===== config.mk =====
export PLATFORM = sky130hd
export DESIGN_NAME = mem_arbiter_flat
export DESIGN_NICKNAME = d
export VERILOG_FILES = /design/src/rtl/mem_arbiter_pkg.sv /design/src/rtl/mem_arbiter_if.sv /design/src/rtl/ram_byte_seq.sv /design/src/rtl/mem_arbiter.sv /design/src/flat_wrapper.sv
export SDC_FILE = /design/constraint.sdc
export NUM_CORES = 1
export LEC_CHECK = 0
export CELL_PAD_IN_SITES_DETAIL_PLACEMENT = 1
export CELL_PAD_IN_SITES_GLOBAL_PLACEMENT = 1
export CORE_MARGIN = 1.5
export CORE_UTILIZATION = 38
export DETAILED_ROUTE_END_ITERATION = 8
export PLACE_DENSITY_LB_ADDON = 0.1
export SKIP_LAST_GASP = 1
export SLEW_MARGIN = 20
export SYNTH_ARGS = -nofsm -noshare
export SYNTH_HDL_FRONTEND = slang
export SYNTH_SLANG_ARGS = --single-unit

===== constraint.sdc =====
create_clock -name clk -period 3.06 [get_ports clk]
set_clock_uncertainty 0.05 [all_clocks]
set_input_delay 0.306 -clock clk [delete_from_list [all_inputs] [get_ports clk]]
set_output_delay 0.306 -clock clk [all_outputs]
set_load 0.02 [all_outputs]

===== src/rtl/mem_arbiter_pkg.sv =====
// Shared types for the byte-serial RAM arbiter: transfer lengths, FSM/owner
// encodings and the latched transfer descriptor.
package mem_arbiter_pkg;

    localparam logic [1:0] LenByte = 2'b00;
    localparam logic [1:0] LenHalf = 2'b01;
    localparam logic [1:0] LenWord = 2'b10;

    typedef enum logic [1:0] {
        ArbIdle,
        ArbAccess,
        ArbDone
    } arb_state_e;

    typedef enum logic {
        OwnIf,
        OwnMem
    } owner_e;

    typedef struct packed {
        logic        wr;
        logic [1:0]  len;
        logic [31:0] addr;
        logic [31:0] wdata;
    } xfer_t;

    // 2'b11 is an alias for a full word.
    function automatic logic [2:0] len_bytes(input logic [1:0] len);
        case (len)
            LenByte: return 3'd1;
            LenHalf: return 3'd2;
            default: return 3'd4;
        endcase
    endfunction

endpackage


===== src/rtl/mem_arbiter_if.sv =====
// Requester and RAM-side signals of the arbiter; slave is the arbiter's view,
// master the view of whatever drives requests and models the RAM.
interface mem_arbiter_if;
    logic        if_req_i;
    logic [31:0] if_addr_i;
    logic        if_flush_i;
    logic        if_done_o;
    logic [31:0] if_inst_o;
    logic        mem_req_i;
    logic        mem_wr_i;
    logic [31:0] mem_addr_i;
    logic [1:0]  mem_len_i;
    logic [31:0] mem_wdata_i;
    logic        mem_done_o;
    logic [31:0] mem_rdata_o;
    logic [7:0]  ram_din_i;
    logic [7:0]  ram_dout_o;
    logic [31:0] ram_a_o;
    logic        ram_wr_o;

    modport slave (
        input  if_req_i, if_addr_i, if_flush_i,
        input  mem_req_i, mem_wr_i, mem_addr_i, mem_len_i, mem_wdata_i,
        input  ram_din_i,
        output if_done_o, if_inst_o, mem_done_o, mem_rdata_o,
        output ram_dout_o, ram_a_o, ram_wr_o
    );

    modport master (
        output if_req_i, if_addr_i, if_flush_i,
        output mem_req_i, mem_wr_i, mem_addr_i, mem_len_i, mem_wdata_i,
        output ram_din_i,
        input  if_done_o, if_inst_o, mem_done_o, mem_rdata_o,
        input  ram_dout_o, ram_a_o, ram_wr_o
    );
endinterface


===== src/rtl/ram_byte_seq.sv =====
// Byte sequencer: walks addr..addr+L-1 one byte per cycle, selects write bytes
// and assembles read bytes that return one cycle after their address.
module ram_byte_seq
    import mem_arbiter_pkg::*;
(
    input  logic        clk,
    input  logic        rst,
    input  logic        start,
    input  logic        abort,
    input  xfer_t       req,
    input  logic [7:0]  din,
    output logic        last,
    output logic        rd_last,
    output logic [31:0] rdata,
    output logic [31:0] ram_a,
    output logic [7:0]  ram_dout,
    output logic        ram_wr
);

    logic        busy_q, wr_q, rd_act_q, cap_q;
    logic [31:0] addr_q, wdata_q, asm_q;
    logic [2:0]  nbytes_q, k_q;
    logic [1:0]  j_q;
    logic        wr_last;
    logic [31:0] next_a;

    // rd_act_q: a read address is on the bus this cycle; cap_q: din holds
    // the byte for last cycle's address and belongs in lane j_q.
    always_comb begin
        rdata                     = asm_q;
        rdata[{j_q, 3'b000} +: 8] = din;
        rd_last = busy_q && !wr_q && cap_q && ({1'b0, j_q} == nbytes_q - 3'd1);
        wr_last = busy_q && wr_q && (k_q == nbytes_q);
        last    = rd_last || wr_last;
        next_a  = addr_q + {29'd0, k_q};
    end

    always_ff @(posedge clk) begin
        if (rst || abort) begin
            busy_q   <= 1'b0;
            wr_q     <= 1'b0;
            rd_act_q <= 1'b0;
            cap_q    <= 1'b0;
            addr_q   <= '0;
            wdata_q  <= '0;
            asm_q    <= '0;
            nbytes_q <= '0;
            k_q      <= '0;
            j_q      <= '0;
            ram_a    <= '0;
            ram_dout <= '0;
            ram_wr   <= 1'b0;
        end else if (start) begin
            busy_q   <= 1'b1;
            wr_q     <= req.wr;
            rd_act_q <= !req.wr;
            cap_q    <= 1'b0;
            addr_q   <= req.addr;
            wdata_q  <= req.wdata;
            asm_q    <= '0;
            nbytes_q <= len_bytes(req.len);
            k_q      <= 3'd1;
            j_q      <= '0;
            ram_a    <= req.addr;
            ram_dout <= req.wdata[7:0];
            ram_wr   <= req.wr;
        end else if (busy_q) begin
            if (last) begin
                busy_q   <= 1'b0;
                rd_act_q <= 1'b0;
                cap_q    <= 1'b0;
                ram_a    <= '0;
                ram_dout <= '0;
                ram_wr   <= 1'b0;
            end else begin
                cap_q <= rd_act_q;
                if (cap_q) begin
                    asm_q <= rdata;
                    j_q   <= j_q + 2'd1;
                end
                if (k_q < nbytes_q) begin
                    ram_a    <= next_a;
                    ram_dout <= wdata_q[{k_q[1:0], 3'b000} +: 8];
                    k_q      <= k_q + 3'd1;
                end else begin
                    // reads only: all addresses issued, waiting on the last byte
                    ram_a    <= '0;
                    ram_dout <= '0;
                    rd_act_q <= 1'b0;
                end
            end
        end
    end

endmodule


===== src/rtl/mem_arbiter.sv =====
// Shares the byte-wide RAM port between fetch and MEM: MEM-priority grant,
// non-preemptive transfers, fetch flush, and registered done/data routing.
module mem_arbiter
    import mem_arbiter_pkg::*;
(
    input  logic          clk,
    input  logic          rst,
    mem_arbiter_if.slave  bus
);

    arb_state_e  state_q, state_d;
    owner_e      owner_q, owner_d;
    xfer_t       req;
    logic        grant_mem, grant_if, start, abort;
    logic        last, rd_last;
    logic        fin_if, fin_mem;
    logic [31:0] rdata;
    logic        if_done_q, mem_done_q;
    logic [31:0] if_inst_q, mem_rdata_q;

    always_comb begin
        state_d   = state_q;
        owner_d   = owner_q;
        grant_mem = 1'b0;
        grant_if  = 1'b0;
        abort     = 1'b0;
        fin_if    = 1'b0;
        fin_mem   = 1'b0;
        req       = '{wr: bus.mem_wr_i, len: bus.mem_len_i,
                      addr: bus.mem_addr_i, wdata: bus.mem_wdata_i};
        unique case (state_q)
            ArbIdle: begin
                if (bus.mem_req_i) begin
                    grant_mem = 1'b1;
                    owner_d   = OwnMem;
                    state_d   = ArbAccess;
                end else if (bus.if_req_i && !bus.if_flush_i) begin
                    grant_if = 1'b1;
                    owner_d  = OwnIf;
                    state_d  = ArbAccess;
                    req      = '{wr: 1'b0, len: LenWord,
                                 addr: bus.if_addr_i, wdata: '0};
                end
            end
            ArbAccess: begin
                // a flush in the final cycle still wins: the fetch is discarded
                if (owner_q == OwnIf && bus.if_flush_i) begin
                    abort   = 1'b1;
                    state_d = ArbIdle;
                end else if (last) begin
                    state_d = ArbDone;
                    fin_if  = (owner_q == OwnIf);
                    fin_mem = (owner_q == OwnMem);
                end
            end
            ArbDone: state_d = ArbIdle;
            default: state_d = ArbIdle;
        endcase
    end

    assign start = grant_mem || grant_if;

    always_ff @(posedge clk) begin
        if (rst) begin
            state_q     <= ArbIdle;
            owner_q     <= OwnIf;
            if_done_q   <= 1'b0;
            mem_done_q  <= 1'b0;
            if_inst_q   <= '0;
            mem_rdata_q <= '0;
        end else begin
            state_q    <= state_d;
            owner_q    <= owner_d;
            if_done_q  <= fin_if;
            mem_done_q <= fin_mem;
            if (fin_if) if_inst_q <= rdata;
            if (fin_mem && rd_last) mem_rdata_q <= rdata;
        end
    end

    ram_byte_seq u_seq (
        .clk      (clk),
        .rst      (rst),
        .start    (start),
        .abort    (abort),
        .req      (req),
        .din      (bus.ram_din_i),
        .last     (last),
        .rd_last  (rd_last),
        .rdata    (rdata),
        .ram_a    (bus.ram_a_o),
        .ram_dout (bus.ram_dout_o),
        .ram_wr   (bus.ram_wr_o)
    );

    assign bus.if_done_o   = if_done_q;
    assign bus.if_inst_o   = if_inst_q;
    assign bus.mem_done_o  = mem_done_q;
    assign bus.mem_rdata_o = mem_rdata_q;

endmodule


===== src/flat_wrapper.sv =====
// flat-port wrapper written by rule: the top's interface ports become plain ports
module mem_arbiter_flat import mem_arbiter_pkg::*;
  (clk, rst, bus_if_req_i, bus_if_addr_i, bus_if_flush_i, bus_mem_req_i, bus_mem_wr_i, bus_mem_addr_i, bus_mem_len_i, bus_mem_wdata_i, bus_ram_din_i, bus_if_done_o, bus_if_inst_o, bus_mem_done_o, bus_mem_rdata_o, bus_ram_dout_o, bus_ram_a_o, bus_ram_wr_o);
  mem_arbiter_if bus_i ();
  input  logic clk;
  input  logic rst;
  input wire logic [$bits(bus_i.if_req_i)-1:0] bus_if_req_i;
  input wire logic [$bits(bus_i.if_addr_i)-1:0] bus_if_addr_i;
  input wire logic [$bits(bus_i.if_flush_i)-1:0] bus_if_flush_i;
  input wire logic [$bits(bus_i.mem_req_i)-1:0] bus_mem_req_i;
  input wire logic [$bits(bus_i.mem_wr_i)-1:0] bus_mem_wr_i;
  input wire logic [$bits(bus_i.mem_addr_i)-1:0] bus_mem_addr_i;
  input wire logic [$bits(bus_i.mem_len_i)-1:0] bus_mem_len_i;
  input wire logic [$bits(bus_i.mem_wdata_i)-1:0] bus_mem_wdata_i;
  input wire logic [$bits(bus_i.ram_din_i)-1:0] bus_ram_din_i;
  output wire logic [$bits(bus_i.if_done_o)-1:0] bus_if_done_o;
  output wire logic [$bits(bus_i.if_inst_o)-1:0] bus_if_inst_o;
  output wire logic [$bits(bus_i.mem_done_o)-1:0] bus_mem_done_o;
  output wire logic [$bits(bus_i.mem_rdata_o)-1:0] bus_mem_rdata_o;
  output wire logic [$bits(bus_i.ram_dout_o)-1:0] bus_ram_dout_o;
  output wire logic [$bits(bus_i.ram_a_o)-1:0] bus_ram_a_o;
  output wire logic [$bits(bus_i.ram_wr_o)-1:0] bus_ram_wr_o;
  assign bus_i.if_req_i = bus_if_req_i;
  assign bus_i.if_addr_i = bus_if_addr_i;
  assign bus_i.if_flush_i = bus_if_flush_i;
  assign bus_i.mem_req_i = bus_mem_req_i;
  assign bus_i.mem_wr_i = bus_mem_wr_i;
  assign bus_i.mem_addr_i = bus_mem_addr_i;
  assign bus_i.mem_len_i = bus_mem_len_i;
  assign bus_i.mem_wdata_i = bus_mem_wdata_i;
  assign bus_i.ram_din_i = bus_ram_din_i;
  assign bus_if_done_o = bus_i.if_done_o;
  assign bus_if_inst_o = bus_i.if_inst_o;
  assign bus_mem_done_o = bus_i.mem_done_o;
  assign bus_mem_rdata_o = bus_i.mem_rdata_o;
  assign bus_ram_dout_o = bus_i.ram_dout_o;
  assign bus_ram_a_o = bus_i.ram_a_o;
  assign bus_ram_wr_o = bus_i.ram_wr_o;
  mem_arbiter u_core (.clk(clk), .rst(rst), .bus(bus_i));
endmodule

==> key figures <==
Critical path
  • Crit Path Class: reg2reg
  • Req. time, crit path: 3.38 ns
  • R2R Setup Slk: 0.40 ns
  • Slowest stage delay, CP: 0.45 ns
  • Crit-path max FO: 12
  • CP Launch Type: flip-flop
  • Reg-to-reg startpoint: u_core.u_seq.k_q[0]
  • R2R depth: 9
  • CP Cell Sequence: ha_1 > inv_1 > fa_1 > nor2b_1 > buf_4 > o211ai_1 > o31a_2 > o211ai_1 > a31oi_1
  • Setup crit start: u_core.u_seq.k_q[0]
  • CP endpoint kind: flip-flop
  • CP most frequent cell: o211ai_1
  • FF-to-FF End: u_core.u_seq.ram_a[20]
  • Slowest cell on the critical path: o31a_2
  • Critical Path AT: 2.98 ns
  • Crit path to: u_core.u_seq.ram_a[20]

Timing
  • Rel. slew slack: 0.2633
  • Final Cycle Share: 0.8684
  • Endpoints failing setup: 0
  • Setup TNS Final: 0 ns
  • Least-Margin Pin Slew: 1.104 ns
  • Max Fclk: 0.3763 GHz
  • Tmin final: 2.657 ns
  • Final Hold Fails: 0
  • Final Max Slew Viols: 0
  • RSZ-0062 raised after global routing: false

Detailed routing
  • DRC Markers: 0
  • Routed WL per cell: 18.84 µm
  • Initial drt markers: 383
  • Initial DRT Pass Iterations: 4
  • Vias per cell: 5.573
  • DRT antenna net count: 0
  • Vias: 8,838
  • Final WL: 29,880 µm

CTS
  • Root Buffer: clkbuf_16
  • Cts repair resizes: 0
  • Postcts setup bufs: 0
  • Clk sinks: 218
  • Htree depth: 1
  • CTS tree: built
  • Post-cts hold buffer count: 0
  • Worst-Skew Late Latency: 0.52 ns
  • Maximum clock path buffer count: 3
  • CTS buffer count: 25
  • CTS clk-pin slew, worst paths: 0.06 ns

Final layout
  • Synth-to-layout area growth: 34.77%
  • Share of cells above drive strength 1: 0.08723
  • Final nets: 1,371
  • FILL cells: 2,802
  • Finished Layout Cells: 1,586

Die
  • FP Rows: 57
  • Initial core utilization: 0.3881
  • Die Wd: 160.8 µm
  • Die Span Y: 160.8 µm
  • Core footprint: 24,390 µm²
  • Total die area: 25,860 µm²
  • I/O pin count: 219

Global route
  • Initial antenna violation count: 1
  • Vias in the first global route: 8,940
  • M3 GR Usage: 0.03512
  • GR Overflow Total: 0
  • Global Route met1 Usage: 0.3246
  • Grt met2 use: 0.3723
  • Top Usage Layer GRT: met2
  • First-pass GRT wire length: 48,870 µm
  • Pin count of the biggest net entering global routing: 70
  • GRT Overall Usage: 0.2313

Yosys
  • Area contributors post-synth: dfxtp_1 (46%), a211oi_1 (8.1%), nor2_1 (4.6%)
  • Register area share after synthesis: 0.4611
  • Syn_nets: 1,179
  • Mapped cell area: 9465 µm²
  • Seq cells post-synth: 218
  • Post-synth top area cell: dfxtp_1
  • Post-synth EDFFs: 0
  • Syn Area/Cell: 8.989 µm²
  • Prevailing post-synth register cell: dfxtp_1
  • Synthesized instance count: 1,053
  • Share of the synthesized area in the top cell type: 0.4611
  • Synth unique cells: 67
  • Warnings from Yosys: 0
  • Async S/R FF share, synth: 0

Placed design
  • Port Buffers: 218
  • Dpl cells: 1,542
  • Gpl congestion: 0.8111
  • DP Wirelength: 20,750 µm

Power and ir drop
  • Pwr/cell area: 551.7 nW/µm²
  • Leakage dissipation: 4.260 nW
  • IR drop worst, VDD: 0.3485 mV

Run status
  • Status: completed

Min path
  • Worst hold-check path type: in2reg

Flow run
  • Max-cap violations: 0
[kinds of logic after synthesis]
| group | share of synthesized area |
|---|---|
| AOI/OAI and AO/OA | 0.2699 |
| and+or+nand+nor | 0.1677 |
| DFF | 0.4611 |
| buffers and inverters | 0.04692 |
| xor gates and xnor gates | 0.01388 |
| adders and majority gates | 0.01930 |
| muxes | 0.02115 |
[worst max-delay path: cells and delay by family (launching register included)]
family / cells / cell delay [ns]
compound gates: 4 / 1.12
fa+ha+maj: 2 / 0.58
flops: 1 / 0.36
buf+inv: 2 / 0.23
simple gates: 1 / 0.15
[registers in the layout (all words and copies together) (netlist names)]
name,flops
u_core.bus.if_done_o,1
u_core.bus.if_inst_o,32
u_core.bus.mem_done_o,1
u_core.bus.mem_rdata_o,32
u_core.owner_q,1
u_core.state_q,2
u_core.u_seq.addr_q,32
u_core.u_seq.asm_q,32
u_core.u_seq.busy_q,1
u_core.u_seq.cap_q,1
u_core.u_seq.j_q,2
u_core.u_seq.k_q,3
u_core.u_seq.nbytes_q,3
u_core.u_seq.ram_a,32
u_core.u_seq.ram_dout,8
u_core.u_seq.ram_wr,1
u_core.u_seq.rd_act_q,1
u_core.u_seq.wdata_q,32
u_core.u_seq.wr_q,1
[placed cells by master, fill, tap and decap left out, types with 5 or more instances in the layout]
| cell type | count |
|---|---|
| o31a_1 | 11 |
| o21ai_0 | 54 |
| xnor2_1 | 9 |
| clkbuf_16 | 25 |
| clkbuf_1 | 6 |
| nor2b_1 | 37 |
| a21oi_1 | 74 |
| nand3_1 | 34 |
| nor3_1 | 12 |
| nand2_1 | 62 |
| mux4_2 | 8 |
| clkdlybuf4s50_1 | 217 |
| nor2_1 | 116 |
| a211oi_1 | 102 |
| buf_4 | 33 |
| dfxtp_1 | 218 |
| nor4_1 | 14 |
| a31oi_1 | 39 |
| and4_1 | 5 |
| o221ai_1 | 23 |
| ha_1 | 13 |
| clkbuf_8 | 8 |
| inv_1 | 15 |
| o211ai_1 | 19 |
| xor2_1 | 6 |
| a22o_1 | 25 |
[stage by stage]
step           hold slack (ns)    util  area, µm²  power, mW  worst slack (ns)
2_1_floorplan           0.3705       -       9465      3.680            0.4793
3_3_place_gp            0.3828  0.4899      11950      4.148            0.4608
3_5_place_dp            0.3980  0.4899      11950      4.165            0.3837
4_1_cts                 0.3173  0.5229      12750      7.102            0.3879
5_1_grt                 0.3259  0.5230      12760      7.331            0.2095
6_report                0.3265  0.5230      12760      7.037            0.4028
[per-layer routing]
metal / share of wire / wire, µm
met5: 0 / 0
met4: 0.017 / 510
met3: 0.050 / 1483
met2: 0.45 / 13570
met1: 0.48 / 14320
[final cells by class]
type	instances	area, µm²	share of cell area
repair buffers	252	2445	0.1917
diodes	1	2.502	0.0001962
multi-input cells	733	4679	0.3668
well taps	324	405.4	0.03178
flip-flops and latches	218	4364	0.3421
clock buffers	39	758.2	0.05944
inverters	15	56.30	0.004414
clock inverters	4	45.04	0.003531
[Yosys cell counts (11+ instances only)]
library cell  instances
dfxtp_1             218
nor2_1              117
a211oi_1            102
a21oi_1              75
nand2_1              62
o21ai_0              54
clkbuf_1             50
a31oi_1              39
nor2b_1              37
nand3_1              34
buf_2                27
a22o_1               25
o221ai_1             23
o211ai_1             19
inv_1                15
nor4_1               14
ha_1                 13
nor3_1               12
o31a_1               11
[worst min-delay path by stage]
stage                                  startpoint                  endpoint  cells past startpoint
after floorplan           u_core.u_seq.wdata_q[0]   u_core.u_seq.wdata_q[0]                      2
after global placement    u_core.u_seq.wdata_q[1]   u_core.u_seq.wdata_q[1]                      2
after detailed placement  u_core.u_seq.wdata_q[6]   u_core.u_seq.wdata_q[6]                      2
after CTS                     bus_mem_wdata_i[29]  u_core.u_seq.wdata_q[29]                      2
after global routing          bus_mem_wdata_i[29]  u_core.u_seq.wdata_q[29]                      2
final                         bus_mem_wdata_i[29]  u_core.u_seq.wdata_q[29]                      2
[power by group]
group	internal [mW]	switching [mW]	total (mW)
Sequential	2.99	0.126	3.11
Clock	1.77	1.16	2.93
Combinational	0.454	0.537	0.991
(Power assumes the default switching activity.)
